==> config.mk <==
export PLATFORM = sky130hd
export DESIGN_NAME = if_fetch_buffer_flat
export DESIGN_NICKNAME = d
export VERILOG_FILES = /design/src/rtl/if_fetch_buffer_if.sv /design/src/rtl/if_fetch_buffer.sv /design/src/flat_wrapper.sv
export SDC_FILE = /design/constraint.sdc
export NUM_CORES = 1
export LEC_CHECK = 0
export CELL_PAD_IN_SITES_DETAIL_PLACEMENT = 1
export CELL_PAD_IN_SITES_GLOBAL_PLACEMENT = 1
export CORE_MARGIN = 10
export CORE_UTILIZATION = 45
export CTS_CLUSTER_DIAMETER = 120
export DETAILED_ROUTE_END_ITERATION = 7
export PLACE_DENSITY = 0.87
export SKIP_CTS_REPAIR_TIMING = 1
export SLEW_MARGIN = 25
export SYNTH_ARGS = -nofsm -noshare
export SYNTH_HDL_FRONTEND = slang
export SYNTH_SLANG_ARGS = --single-unit
==> constraint.sdc <==
create_clock -name clk -period 11.2 [get_ports clk]
set_clock_uncertainty 0.05 [all_clocks]
set_input_delay 2.24 -clock clk [delete_from_list [all_inputs] [get_ports clk]]
set_output_delay 2.24 -clock clk [all_outputs]
set_load 0.05 [all_outputs]
==> src/rtl/if_fetch_buffer_if.sv <==
// Instruction-memory fetch port shared by the prefetch buffer and memory.
// The fetch buffer drives the request side; memory answers with ack/data.
interface if_fetch_buffer_if;
    logic        inst_req_o;
    logic [31:0] inst_addr_o;
    logic        inst_ack_i;
    logic [31:0] inst_rdata_i;

    modport master (
        output inst_req_o,
        output inst_addr_o,
        input  inst_ack_i,
        input  inst_rdata_i
    );

    modport slave (
        input  inst_req_o,
        input  inst_addr_o,
        output inst_ack_i,
        output inst_rdata_i
    );
endinterface

==> src/rtl/if_fetch_buffer.sv <==
// if_fetch_buffer: producer end of the IF->ID stage.
// Generates sequential fetch addresses, runs a one-outstanding req/ack
// handshake with instruction memory and buffers returned words in a small
// prefetch FIFO whose head is presented to the IF/ID register.
// Optional feature: define IF_DELAY_SLOT_EN to keep the FIFO head (the
// branch delay slot) on a redirect when the head is not consumed that cycle.
module if_fetch_buffer #(
    parameter int          DEPTH    = 2,
    parameter logic [31:0] RESET_PC = 32'h00000000
) (
    input  logic                clk,
    input  logic                rst_n,
    input  logic [5:0]          stall,
    input  logic                branch_flag_i,
    input  logic [31:0]         branch_target_i,
    if_fetch_buffer_if.master   imem,
    output logic [31:0]         if_pc,
    output logic [31:0]         if_inst,
    output logic                stallreq_if
);

    localparam int         PW   = $clog2(DEPTH);
    localparam logic [PW:0] FULL = (PW+1)'(DEPTH);

    localparam logic [1:0] IDLE  = 2'd0;
    localparam logic [1:0] REQ   = 2'd1;
    localparam logic [1:0] DRAIN = 2'd2;

    logic [1:0]    state;
    logic [1:0]    state_next;
    logic [31:0]   fetch_pc;
    logic [31:0]   drain_addr;
    logic [PW-1:0] rd_ptr;
    logic [PW-1:0] wr_ptr;
    logic [PW:0]   count;
    logic [PW:0]   count_after;
    logic [31:0]   pc_mem   [DEPTH];
    logic [31:0]   inst_mem [DEPTH];

    logic valid;
    logic pop;
    logic req_ack;
    logic push;
    logic unused_bits;

    // Only stall[1] gates the IF->ID hand-over; targets are word aligned.
    assign unused_bits = ^{stall[5:2], stall[0], branch_target_i[1:0]};

    assign valid       = (count != '0);
    assign pop         = !stall[1] && valid;
    assign req_ack     = (state == REQ) && imem.inst_ack_i;
    assign push        = req_ack && !branch_flag_i;
    assign count_after = count + (PW+1)'(push) - (PW+1)'(pop);

    assign imem.inst_req_o  = (state == REQ) || (state == DRAIN);
    assign imem.inst_addr_o = (state == DRAIN) ? drain_addr : fetch_pc;

    assign if_pc       = valid ? pc_mem[rd_ptr]   : 32'h0;
    assign if_inst     = valid ? inst_mem[rd_ptr] : 32'h0;
    assign stallreq_if = rst_n && !valid;

    // Next fetch state: issue while space exists, drain an orphaned request on redirect.
    always_comb begin
        state_next = state;
        case (state)
            IDLE: begin
                if (branch_flag_i || (count < FULL))
                    state_next = REQ;
            end
            REQ: begin
                if (branch_flag_i)
                    state_next = imem.inst_ack_i ? IDLE : DRAIN;
                else if (imem.inst_ack_i)
                    state_next = (count_after < FULL) ? REQ : IDLE;
            end
            DRAIN: begin
                if (imem.inst_ack_i)
                    state_next = IDLE;
            end
            default: state_next = IDLE;
        endcase
    end

    // State register; reset drops any outstanding request immediately.
    always_ff @(posedge clk or negedge rst_n) begin
        if (!rst_n)
            state <= IDLE;
        else
            state <= state_next;
    end

    // Fetch address: redirect wins, otherwise advance by one word per accepted push.
    always_ff @(posedge clk or negedge rst_n) begin
        if (!rst_n)
            fetch_pc <= {RESET_PC[31:2], 2'b00};
        else if (branch_flag_i)
            fetch_pc <= {branch_target_i[31:2], 2'b00};
        else if (push)
            fetch_pc <= fetch_pc + 32'd4;
    end

    // Remember the address of a request orphaned by a redirect so it stays stable while draining.
    always_ff @(posedge clk or negedge rst_n) begin
        if (!rst_n)
            drain_addr <= 32'h0;
        else if ((state == REQ) && branch_flag_i && !imem.inst_ack_i)
            drain_addr <= fetch_pc;
    end

    // FIFO pointers and occupancy, including the redirect flush.
    always_ff @(posedge clk or negedge rst_n) begin
        if (!rst_n) begin
            rd_ptr <= '0;
            wr_ptr <= '0;
            count  <= '0;
        end else if (branch_flag_i && (state != DRAIN)) begin
`ifdef IF_DELAY_SLOT_EN
            if (valid && !pop) begin
                wr_ptr <= rd_ptr + PW'(1);
                count  <= (PW+1)'(1);
            end else begin
                rd_ptr <= '0;
                wr_ptr <= '0;
                count  <= '0;
            end
`else
            rd_ptr <= '0;
            wr_ptr <= '0;
            count  <= '0;
`endif
        end else begin
            if (push)
                wr_ptr <= wr_ptr + PW'(1);
            if (pop)
                rd_ptr <= rd_ptr + PW'(1);
            count <= count_after;
        end
    end

    // FIFO storage: capture the returned word together with the address it was fetched from.
    always_ff @(posedge clk) begin
        if (push) begin
            pc_mem[wr_ptr]   <= fetch_pc;
            inst_mem[wr_ptr] <= imem.inst_rdata_i;
        end
    end

    // The issue rule must never let a push land in a full FIFO without a pop.
    a_no_overflow: assert property (@(posedge clk) disable iff (!rst_n)
        !(push && !pop && (count == FULL)));

endmodule

==> src/flat_wrapper.sv <==
// flat-port wrapper written by rule: the top's interface ports become plain ports
module if_fetch_buffer_flat 
#(
    parameter int          DEPTH    = 2,
    parameter logic [31:0] RESET_PC = 32'h00000000
)
  (clk, rst_n, stall, branch_flag_i, branch_target_i, if_pc, if_inst, stallreq_if, imem_inst_req_o, imem_inst_addr_o, imem_inst_ack_i, imem_inst_rdata_i);
  if_fetch_buffer_if imem_i ();
  input  logic clk;
  input  logic rst_n;
  input  logic [5:0] stall;
  input  logic branch_flag_i;
  input  logic [31:0] branch_target_i;
  output logic [31:0] if_pc;
  output logic [31:0] if_inst;
  output logic stallreq_if;
  output wire logic [$bits(imem_i.inst_req_o)-1:0] imem_inst_req_o;
  output wire logic [$bits(imem_i.inst_addr_o)-1:0] imem_inst_addr_o;
  input wire logic [$bits(imem_i.inst_ack_i)-1:0] imem_inst_ack_i;
  input wire logic [$bits(imem_i.inst_rdata_i)-1:0] imem_inst_rdata_i;
  assign imem_inst_req_o = imem_i.inst_req_o;
  assign imem_inst_addr_o = imem_i.inst_addr_o;
  assign imem_i.inst_ack_i = imem_inst_ack_i;
  assign imem_i.inst_rdata_i = imem_inst_rdata_i;
  if_fetch_buffer #(.DEPTH(DEPTH), .RESET_PC(RESET_PC)) u_core (.clk(clk), .rst_n(rst_n), .stall(stall), .branch_flag_i(branch_flag_i), .branch_target_i(branch_target_i), .imem(imem_i), .if_pc(if_pc), .if_inst(if_inst), .stallreq_if(stallreq_if));
endmodule
==> out/summary.txt <==
Outcome: finished, final reports clean
Startpoint Class: primary input
Critical path data arrival time: 4.09 ns
Final Non-Filler Cells: 1,001
DPL Wire Length: 15,060 um
Via count: 5,446
Slew Viols, Final: 0
Via density: 5.441
Initial DRC Count: 317
Slew @ Worst Pin: 0.9986 ns
Pwr dens: 265.0 nW/um^2
Post-synthesis register bit count: 190
Per-cell routed wire length: 21.65 um
Static leakage: 3.804 nW
Total negative setup slack: 0 ns
Utilization after layout: 0.5909
Synthesized cell area: 8224 um^2
Setup ws final: 4.823 ns
Max IR drop VDD: 0.1524 mV
Worst rel slew slack: 0.3343
Syn Inst Count: 605
Synth cell types: 37
Clock buffer depth: 2
Kind of critical path: in2out
Largest net degree at the start of global routing: 68
Overall routing resource usage: 0.1772
Commonest cells after routing, fill and taps aside: 158 x clkdlybuf4s50_1, 124 x edfxtp_1, 74 x nor2_1, 65 x dfrtp_1, 64 x mux2i_1
Cell total after placement: 968
Die area: 24,080 um^2
Sink Count: 190
Hold WC Path Type: reg2reg
GP Congestion: 0.8340
Port-buffer cells: 160
Max-cap violations: 0
Final Hold Fails: 0
Layout cells sized above 1: 0.1360
Post-route ant nets: 0
Ant. Diodes: 0
Vias in the first global route: 5,946
First-pass GRT wire length: 33,670 um
Setup violators final: 0
CP Capture Type: output port
Die width: 155.2 um
Vert. Die Dim: 155.2 um
H-tree levels: 4
# IOs: 172
WL final: 21,670 um
Ys flop type: edfxtp_1
Placement Setup Slack: 4.788 ns
Period utilization: 0.5693
Initial Utilization: 0.4578
Clock Latency Late Sink: 0.42 ns
Most common cell after layout, fill and taps aside: clkdlybuf4s50_1
Num CTS Buffers: 17
Row cnt: 49
Drt pass-1 iters: 5
Area contributors post-synth: edfxtp_1 45%, dfrtp_1 20%, mux2i_1 7.8%, mux2_2 7.7%, nor2_1 3.4%
DRC Markers: 0
Fmax: 0.1568 GHz
Largest area contributor in the netlist: edfxtp_1
Final nets: 839
Async set or reset register ratio after synthesis: 0.3474
Unrepaired setup endpoints after global routing: false
Critical Path RT: 8.91 ns
Min Tclk post-route: 6.377 ns
Congestion Overflow GR: 0
Clk slew on worst S/H paths: 0.07 ns
EDFF count, synth: 124
CP max FO: 67
TritonCTS clock tree: done
Initial antenna violation count: 0
Core area: 17,960 um^2
Syn_area_per_cell: 13.59 um^2
Share of the synthesized area in the top cell type: 0.4528
Sequential area share after synthesis: 0.6536
Syn-to-layout area delta: 29.06%
Synth Warn #: 0
Root buffer cell: clkbuf_16
worst max-delay path, cell delays in order:
cell and delay (ns):
buf_2 0.07, buf_4 0.64, and2_1 0.25, clkdlybuf4s50_1 0.81
power by group:
group / switching (mW) / total [mW] / internal, mW
Clock: 0.255 / 0.587 / 0.332
Sequential: 0.0937 / 0.966 / 0.872
Combinational: 0.828 / 1.26 / 0.431
final cells by class:
| cell class | count | area, um^2 |
|---|---|---|
| Fill cell | 1740 | 7350 |
| Sequential cell | 190 | 5379 |
| Multi-Input combinational cell | 373 | 2676 |
| Timing Repair Buffer | 166 | 1657 |
| Clock buffer | 23 | 489.2 |
| Tap cell | 229 | 286.5 |
| Clock inverter | 9 | 85.08 |
| Inverter | 11 | 41.29 |
routing by layer:
metal | vias up | part of all wire | track usage | wire, um
met4 | 0 | 0.012 | 0.04323 | 261
met2 | 177 | 0.51 | 0.3068 | 11140
met3 | 30 | 0.054 | 0.04384 | 1169
li1 | 2462 | - | - | -
met5 | - | 0 | 0 | 0
met1 | 2777 | 0.42 | 0.2172 | 9099
Yosys cell counts, drive strengths merged (10+ instances only):
master  number
clkbuf      16
buf         18
mux2        56
xnor2       20
nor2        75
mux2i       64
inv         11
o21ai       36
edfxtp     124
xor2        12
nor3        10
nand2       44
dfrtp       66
nand3       11
cells by family after synthesis:
family	share of synthesized area
buf+inv	0.02510
fa+ha+maj	0.009128
other cells	0.0004560
xor+xnor	0.03408
mux	0.1546
flops	0.6536
compound gates	0.02495
simple gates	0.09813
worst paths after layout:
check	end	startpoint	slack, ns	cells past startpoint
max in group asynchronous	u_core.rd_ptr	rst_n	8.48	2
min reg2reg	u_core.drain_addr[17]	u_core.drain_addr[17]	0.44	2
min	u_core.drain_addr[17]	u_core.drain_addr[17]	0.44	2
max	stallreq_if	rst_n	4.82	4
min in group asynchronous	u_core.drain_addr[22]	rst_n	1.94	2
max reg2reg	u_core.state[0]	u_core.count[0]	8.08	11
metrics by stage:
step | hold slack [ns] | area [um^2] | power [mW]
after floorplan | 0.3868 | 8235 | 1.800
after global placement | 0.4153 | 10010 | 2.194
after detailed placement | 0.4389 | 10010 | 2.243
after CTS | 0.4543 | 10580 | 2.832
after global routing | 0.4753 | 10610 | 2.936
final | 0.4444 | 10610 | 2.812
flip-flops by register name, summed over array words and instances (netlist names):
register           count
u_core.drain_addr     30
u_core.fetch_pc       30
u_core.inst_mem       64
u_core.count           2
u_core.pc_mem         60
u_core.rd_ptr          1
u_core.state           2
u_core.wr_ptr          1
No activity file was read; power rests on OpenSTA's default activity.
